$ cat config.mk
export PLATFORM = sky130hd
export DESIGN_NAME = shift_arbiter
export DESIGN_NICKNAME = d
export VERILOG_FILES = /design/src/rtl/shift_arbiter.sv
export SDC_FILE = /design/constraint.sdc
export NUM_CORES = 1
export LEC_CHECK = 0
export CAP_MARGIN = 30
export CELL_PAD_IN_SITES_DETAIL_PLACEMENT = 0
export CELL_PAD_IN_SITES_GLOBAL_PLACEMENT = 1
export CORE_MARGIN = 8
export CORE_UTILIZATION = 25
export CTS_BUF_LIST = sky130_fd_sc_hd__clkbuf_4 sky130_fd_sc_hd__clkbuf_8 sky130_fd_sc_hd__clkbuf_16
export DETAILED_ROUTE_END_ITERATION = 7
export PLACE_DENSITY_LB_ADDON = 0.1
export SETUP_SLACK_MARGIN = 0.3
export SLEW_MARGIN = 20
export SYNTH_ARGS = -nofsm -noshare
export SYNTH_HDL_FRONTEND = slang
export SYNTH_SLANG_ARGS = --single-unit
$ cat constraint.sdc
create_clock -name clk -period 2 [get_ports clk]
set_input_delay 0.3 -clock clk [delete_from_list [all_inputs] [get_ports clk]]
set_output_delay 0.3 -clock clk [all_outputs]
set_load 0.02 [all_outputs]
$ cat src/rtl/shift_arbiter.sv
// Round-robin valid/ready arbiter sharing one SRL shifter between
// the EX-stage ALU path and the mul/div unit, with per-requester result slots.
module shift_arbiter #(
  parameter int         WIDTH     = 32,
  parameter logic [5:0] SRL_CODE  = 6'b000010,
  parameter logic [5:0] IDLE_CODE = 6'b000000
) (
  input  logic             clk,
  input  logic             rst_n,
  input  logic             r0_valid,
  output logic             r0_ready,
  input  logic [WIDTH-1:0] r0_data,
  input  logic [4:0]       r0_shamt,
  output logic             r0_resp_valid,
  input  logic             r0_resp_ready,
  output logic [WIDTH-1:0] r0_resp_data,
  input  logic             r1_valid,
  output logic             r1_ready,
  input  logic [WIDTH-1:0] r1_data,
  input  logic [4:0]       r1_shamt,
  output logic             r1_resp_valid,
  input  logic             r1_resp_ready,
  output logic [WIDTH-1:0] r1_resp_data,
  output logic [WIDTH-1:0] sh_dataA,
  output logic [WIDTH-1:0] sh_dataB,
  output logic [5:0]       sh_signal,
  input  logic [WIDTH-1:0] sh_dataOut,
  output logic [1:0]       grant
);

  logic free0;
  logic free1;
  logic elig0;
  logic elig1;
  logic prio;

  // A full slot being drained this cycle can be refilled at the same edge
  assign free0 = !r0_resp_valid || r0_resp_ready;
  assign free1 = !r1_resp_valid || r1_resp_ready;
  assign elig0 = rst_n && r0_valid && free0;
  assign elig1 = rst_n && r1_valid && free1;

  always_comb begin
    grant = 2'b00;
    unique case (1'b1)
      elig0 && elig1:  grant = prio ? 2'b10 : 2'b01;
      elig0 && !elig1: grant = 2'b01;
      !elig0 && elig1: grant = 2'b10;
      default:         grant = 2'b00;
    endcase
  end

  assign r0_ready = grant[0];
  assign r1_ready = grant[1];

  always_comb begin
    sh_dataA  = '0;
    sh_dataB  = '0;
    sh_signal = IDLE_CODE;
    unique case (1'b1)
      grant[0]: begin
        sh_dataA  = r0_data;
        sh_dataB  = {{(WIDTH-5){1'b0}}, r0_shamt};
        sh_signal = SRL_CODE;
      end
      grant[1]: begin
        sh_dataA  = r1_data;
        sh_dataB  = {{(WIDTH-5){1'b0}}, r1_shamt};
        sh_signal = SRL_CODE;
      end
      default: begin
        sh_dataA  = '0;
        sh_dataB  = '0;
        sh_signal = IDLE_CODE;
      end
    endcase
  end

  always_ff @(posedge clk or negedge rst_n) begin
    if (!rst_n) begin
      prio <= 1'b0;
    end else if (grant[0]) begin
      prio <= 1'b1;
    end else if (grant[1]) begin
      prio <= 1'b0;
    end
  end

  always_ff @(posedge clk or negedge rst_n) begin
    if (!rst_n) begin
      r0_resp_valid <= 1'b0;
      r0_resp_data  <= '0;
    end else if (grant[0]) begin
      r0_resp_valid <= 1'b1;
      r0_resp_data  <= sh_dataOut;
    end else if (r0_resp_ready) begin
      r0_resp_valid <= 1'b0;
    end
  end

  always_ff @(posedge clk or negedge rst_n) begin
    if (!rst_n) begin
      r1_resp_valid <= 1'b0;
      r1_resp_data  <= '0;
    end else if (grant[1]) begin
      r1_resp_valid <= 1'b1;
      r1_resp_data  <= sh_dataOut;
    end else if (r1_resp_ready) begin
      r1_resp_valid <= 1'b0;
    end
  end

endmodule

==> metrics.yaml, run 1 <==
status:
  run_status: "finished, violations left"
  violations: "negative setup slack"
placed_design:
  dp_slack_ns: -0.571
  place.gp.congestion: 0.714
  io_buffers: 219
  post-dp-hpwl_mm: 10.1
  dp_cells: 718
drt:
  wirelength_mm: 14.4
  route.detailed.drc: 0
  drt_iter0_markers: 90
  firstDrtPassIters: 6
  post_drt_wl_per_cell_um: 18.8
  via_per_inst: 4.34
  route.vias.total: 3335
  postRouteAntennaNets: 0
critical_path:
  crit_fanout: 5
  critPathCaptureType: "primary output"
  regToRegStartpoint: "r1_resp_valid"
  cp-start-kind: "flop"
  reg2reg_slack_ns: 0.05
  cp.required_ns: 1.70
  r2r_cells: 10
  arrival_ns: 1.72
  r2r-end: "r1_resp_data[24]"
  critical_path_class: "reg2out"
global_route:
  grt_pass1_vias: 3797
  overflow: 0
  antenna_found_initial: 0
  grt_max_degree: 49
  grt.total_usage: 0.159
  grt_pass1_wl_mm: 22.5
clock_network:
  clock-sinks: 67
  htreeDepth: 3
  clock_path_buffers: 2
  clkLatencyLatePin_ns: 0.32
  clk_pin_slew_ns: 0.05
  cts_buffers: 9
  root_buffer: "clkbuf_16"
  tritoncts: "yes"
sta:
  clock_skew_ns: 0.00490
  fin_ws_ns: -0.0217
  setup-violations-final: 21
  rsz0062_at_grt: "yes"
  hold_viol: 0
  min_period_ns: 2.02
  hold-worst-slack_ns: 0.260
  min_period_over_period: 1.01
  max_freq_mhz: 495
  slew_violations: 0
logic_synthesis:
  avgSynthCellArea_sq_um: 10.9
  synth-warning-count: 0
  postSynthCellCount: 318
  synth_area_sq_um: 3460
  synth-seq-cells: 67
  yosysUniqueCellTypes: 20
  seq_area_frac_synth: 0.485
layout:
  antenna_cells: 0
  final_common_cell: "clkdlybuf4s50_1"
  nNetsFinal: 697
  instances_no_fill: 769
  drive_gt1_frac: 0.394
  mostFrequentLayoutCells: "170 x clkdlybuf4s50_1, 77 x nand2_1, 67 x dfrtp_1, 62 x mux2_4, 59 x buf_6"
  final_core_util: 0.557
  area_growth_pct: 121
floorplan:
  die_area_sq_um: 17900
  die-height_um: 134
  die_w_um: 134
  io_pins: 252
  rows: 43
  core_sq_um: 13700
  start_util: 0.252
power_and_ir_drop:
  leakage_nw: 3.33
  power.density_nw_per_um2: 899
  irDropWorstVdd_mv: 0.677
min_path:
  hp-class: "in2async"
run:
  drv_cap: 0
-- registers in the layout (all words and copies together) (netlist names) --
signal,flops
r1_resp_data,32
prio,1
r1_resp_valid,1
r0_resp_data,32
r0_resp_valid,1
-- worst max-delay path by stage --
| stage | start | endpoint | slack (ns) |
|---|---|---|---|
| 3_5_place_dp | r0_valid | sh_dataA[7] | -0.57 |
| 5_1_grt | r1_resp_valid | sh_dataA[21] | -0.11 |
| 6_report | r0_resp_valid | sh_dataA[22] | -0.02 |
| 3_3_place_gp | r0_valid | sh_dataA[7] | -0.56 |
| 2_1_floorplan | r1_resp_valid | sh_dataA[0] | 0.20 |
| 4_1_cts | prio | sh_dataA[21] | -0.05 |
-- Yosys cell counts, drive strengths merged --
cell	number	area, sq um
clkbuf	8	30.0
nand2	78	293
o21ai	3	15.0
a211o	1	8.76
dfrtp	67	1680
o211ai	2	25.0
buf	49	359
conb	1	3.75
inv	2	7.51
and2	1	6.26
or2	1	6.26
o22ai	37	231
nand2b	1	6.26
a211oi	1	20.0
nor2b	2	12.5
mux2	64	758
-- per-stage QoR --
step / power [mW] / instance area (sq um) / setup TNS (ns)
after global routing: 7.21 / 7640 / -3.24
after floorplan: 3.57 / 4200 / 0
after detailed placement: 4.93 / 6410 / -40.66
after global placement: 4.92 / 6410 / -38.02
after CTS: 6.90 / 7510 / -1.17
final: 6.87 / 7640 / -0.135
-- routing by layer --
| layer | global-route usage | share of wire | routed length, um |
|---|---|---|---|
| met5 | 0 | 0 | 0 |
| met4 | 0.0455 | 0.012 | 172 |
| met3 | 0.0591 | 0.088 | 1270 |
| met2 | 0.272 | 0.50 | 7190 |
| met1 | 0.181 | 0.40 | 5790 |
-- power by group --
| part | total, mW | switching (mW) | internal [mW] |
|---|---|---|---|
| combinational | 3.49 | 1.52 | 1.97 |
| sequential | 1.96 | 0.222 | 1.74 |
| clock | 1.42 | 0.537 | 0.886 |
| total | 6.87 | 2.28 | 4.59 |
-- worst max-delay path, stage by stage, from the launching register on --
cell	delay, ns
dfrtp_1	0.40
nand2b_4	0.07
a211o_4	0.41
buf_4	0.21
o22ai_4	0.18
buf_6	0.14
-- cell type report --
type	count	area, sq um
clock buffer	12	254
tap	180	225
fill	1214	6080
inverter	2	7.51
sequential	67	1680
timing repair buffer	282	3190
clock inverter	3	15.0
multi-input combinational	223	2270
-- logic make-up (layout without fill, tap and decap cells) --
kind of cell,after synthesis,count (layout),share of synthesized area
AND/OR/NAND/NOR,83,83,0.0937
flip-flops,67,67,0.485
buffers and inverters,59,299,0.115
AO/OA/AOI/OAI,44,44,0.0868
multiplexers,64,64,0.219
other,1,32,0.00108
-- timing repair --
item | CTS | global route
hold buffers | 1 | 0
buffers inserted | 21 | 2
gates cloned | 10 | 2
hold endpoints to repair | 1 | 0
endpoints found under the setup margin | 110 | 108
resized for setup | 339 | 11
pin swaps | 4 | 4
Power figures use the tool's default switching activity.
==> run 2, diff against run 1 <==
Settings changed: SETUP_SLACK_MARGIN 0.3 to not set.
==> run 2 against run 1 <==
- global-route usage fell by 1.1 points
- via count down 2.1%
- first-iteration DRC count is 2.2% lower
- worst hold slack gained 0.014 ns
- clock skew increased by 0.0012 ns
- largest power group unchanged
- the run still ends with negative setup slack left
- fmax shrank 4.6%
- utilization fell by 5.7 points
- critical path depth grew 2
==> metrics.yaml, run 2 (synthesis gave the netlist of run 1 again) <==
status:
  run_status: "finished, violations left"
  violations: "negative setup slack"
drt:
  drt_iter0_markers: 88
  via_per_inst: 4.36
  wirelength_mm: 14.7
  route.detailed.drc: 0
  post_drt_wl_per_cell_um: 19.6
  route.vias.total: 3266
  postRouteAntennaNets: 0
  firstDrtPassIters: 4
floorplan:
  core_sq_um: 13700
  die_area_sq_um: 17900
  start_util: 0.252
  die-height_um: 134
  die_w_um: 134
  rows: 43
  io_pins: 252
clock_network:
  clock-sinks: 67
  cts_buffers: 9
  clk_pin_slew_ns: 0.05
  clock_path_buffers: 2
  clkLatencyLatePin_ns: 0.32
  root_buffer: "clkbuf_16"
  htreeDepth: 3
  tritoncts: "yes"
layout:
  drive_gt1_frac: 0.342
  final_core_util: 0.500
  fin_area_sq_um: 6860
  reg.largest.list: "r0_resp_data (32), r1_resp_data (32)"
  final.fill_count: 1256
  final_common_cell: "clkdlybuf4s50_1"
  instances_no_fill: 749
  mostFrequentLayoutCells: "173 x clkdlybuf4s50_1, 77 x nand2_1, 67 x dfrtp_1, 51 x mux2_2, 40 x buf_6"
  area_growth_pct: 98.4
  nNetsFinal: 675
critical_path:
  crit_fanout: 7
  critical_path_class: "in2out"
  r2r-end: "r1_resp_data[2]"
  arrival_ns: 1.82
  cp.required_ns: 1.70
  r2r_cells: 6
  cp-start-kind: "input pin"
  regToRegStartpoint: "r0_resp_valid"
  critPathCaptureType: "primary output"
  reg2reg_slack_ns: 0.11
global_route:
  grt.total_usage: 0.148
  antenna_found_initial: 1
  overflow: 0
  grt_max_degree: 63
  grt_pass1_vias: 3394
  grt_pass1_wl_mm: 20.7
power_and_ir_drop:
  power.density_nw_per_um2: 979
  leakage_nw: 2.90
  irDropWorstVdd_mv: 0.621
sta:
  slew_violations: 0
  min_period_ns: 2.12
  max_freq_mhz: 472
  hold_viol: 0
  setup-violations-final: 29
  rsz0062_at_grt: "yes"
  max_slew_margin: 0.454
  clock_skew_ns: 0.00610
  fin_ws_ns: -0.120
  min_period_over_period: 1.06
  tightest_slew_ns: 0.819
  fin_setup_tns_ns: -1.64
min_path:
  hp-class: "in2async"
placed_design:
  place.gp.congestion: 0.760
  dp_cells: 711
  post-dp-hpwl_mm: 10.2
  io_buffers: 219
  dpl_cell_area_sq_um: 5810
run:
  drv_cap: 0
run 2: changes by cell type in the layout (fill, tap and decap cells not counted), moves of 8 or more:
cell,change
mux2_4,-52
mux2_2,+49
buf_6,-19
o22ai_4,-18
o22ai_2,+10
buf_12,-8
o22ai_1,+8
run 2: area by class of cell:
type,instances,area (sq um),area share
multi-input cells,223,1870,0.273
repair buffers,260,2740,0.399
inverters,2,7.51,0.00109
clock inverters,3,68.8,0.0100
clock buffers,13,274,0.0399
flip-flops and latches,67,1680,0.244
well taps,180,225,0.0328
diodes,1,2.50,0.000365
run 2: through the flow:
| stage | worst slack (ns) | power, mW | hold slack, ns |
|---|---|---|---|
| 6_report | -0.120 | 6.72 | 0.274 |
| 5_1_grt | -0.166 | 7.04 | 0.365 |
| 4_1_cts | -0.144 | 6.57 | 0.287 |
| 3_5_place_dp | -0.588 | 4.61 | 0.135 |
| 3_3_place_gp | -0.566 | 4.59 | 0.132 |
| 2_1_floorplan | 0.0388 | 3.23 | 0.00441 |
run 2: worst max path at each step:
| stage | end | slack (ns) | cells past startpoint | start |
|---|---|---|---|---|
| after floorplan | sh_dataA[0] | 0.04 | 6 | r1_resp_valid |
| after global placement | sh_dataA[25] | -0.57 | 6 | r0_valid |
| after detailed placement | sh_dataA[25] | -0.59 | 6 | r0_valid |
| after CTS | sh_dataA[6] | -0.14 | 6 | r0_resp_valid |
| after global routing | sh_dataB[1] | -0.17 | 6 | r1_resp_valid |
| final | sh_dataA[11] | -0.12 | 7 | r1_resp_ready |
run 2: metal layers:
layer  share of wire  track usage  wire [um]
met1            0.39        0.170       5700
met2            0.50        0.251       7390
met3           0.095       0.0648       1390
met4           0.012       0.0299        174
met5               0            0          0
run 2: critical path: stages:
cell	delay, ns
clkdlybuf4s50_1	0.50
nor2b_4	0.06
a211o_4	0.35
buf_12	0.18
buf_6	0.12
o22ai_2	0.15
buf_6	0.14
run 2: what timing repair did:
action	4_1_cts	5_1_grt
gates resized for setup	230	69
hold endpoints to repair	2	1
endpoints found under the setup margin	41	52
hold buffers	2	2
buffers inserted	8	1
pin swaps	5	25
gates cloned	3	7
run 2: where the power goes:
| group | total (mW) | switching [mW] | internal (mW) | leakage [nW] |
|---|---|---|---|---|
| clock network | 1.77 | 0.561 | 1.21 | 0.169 |
| registers | 1.93 | 0.198 | 1.74 | 0.789 |
| logic | 3.02 | 1.42 | 1.60 | 1.94 |
| total | 6.72 | 2.18 | 4.54 | 2.90 |
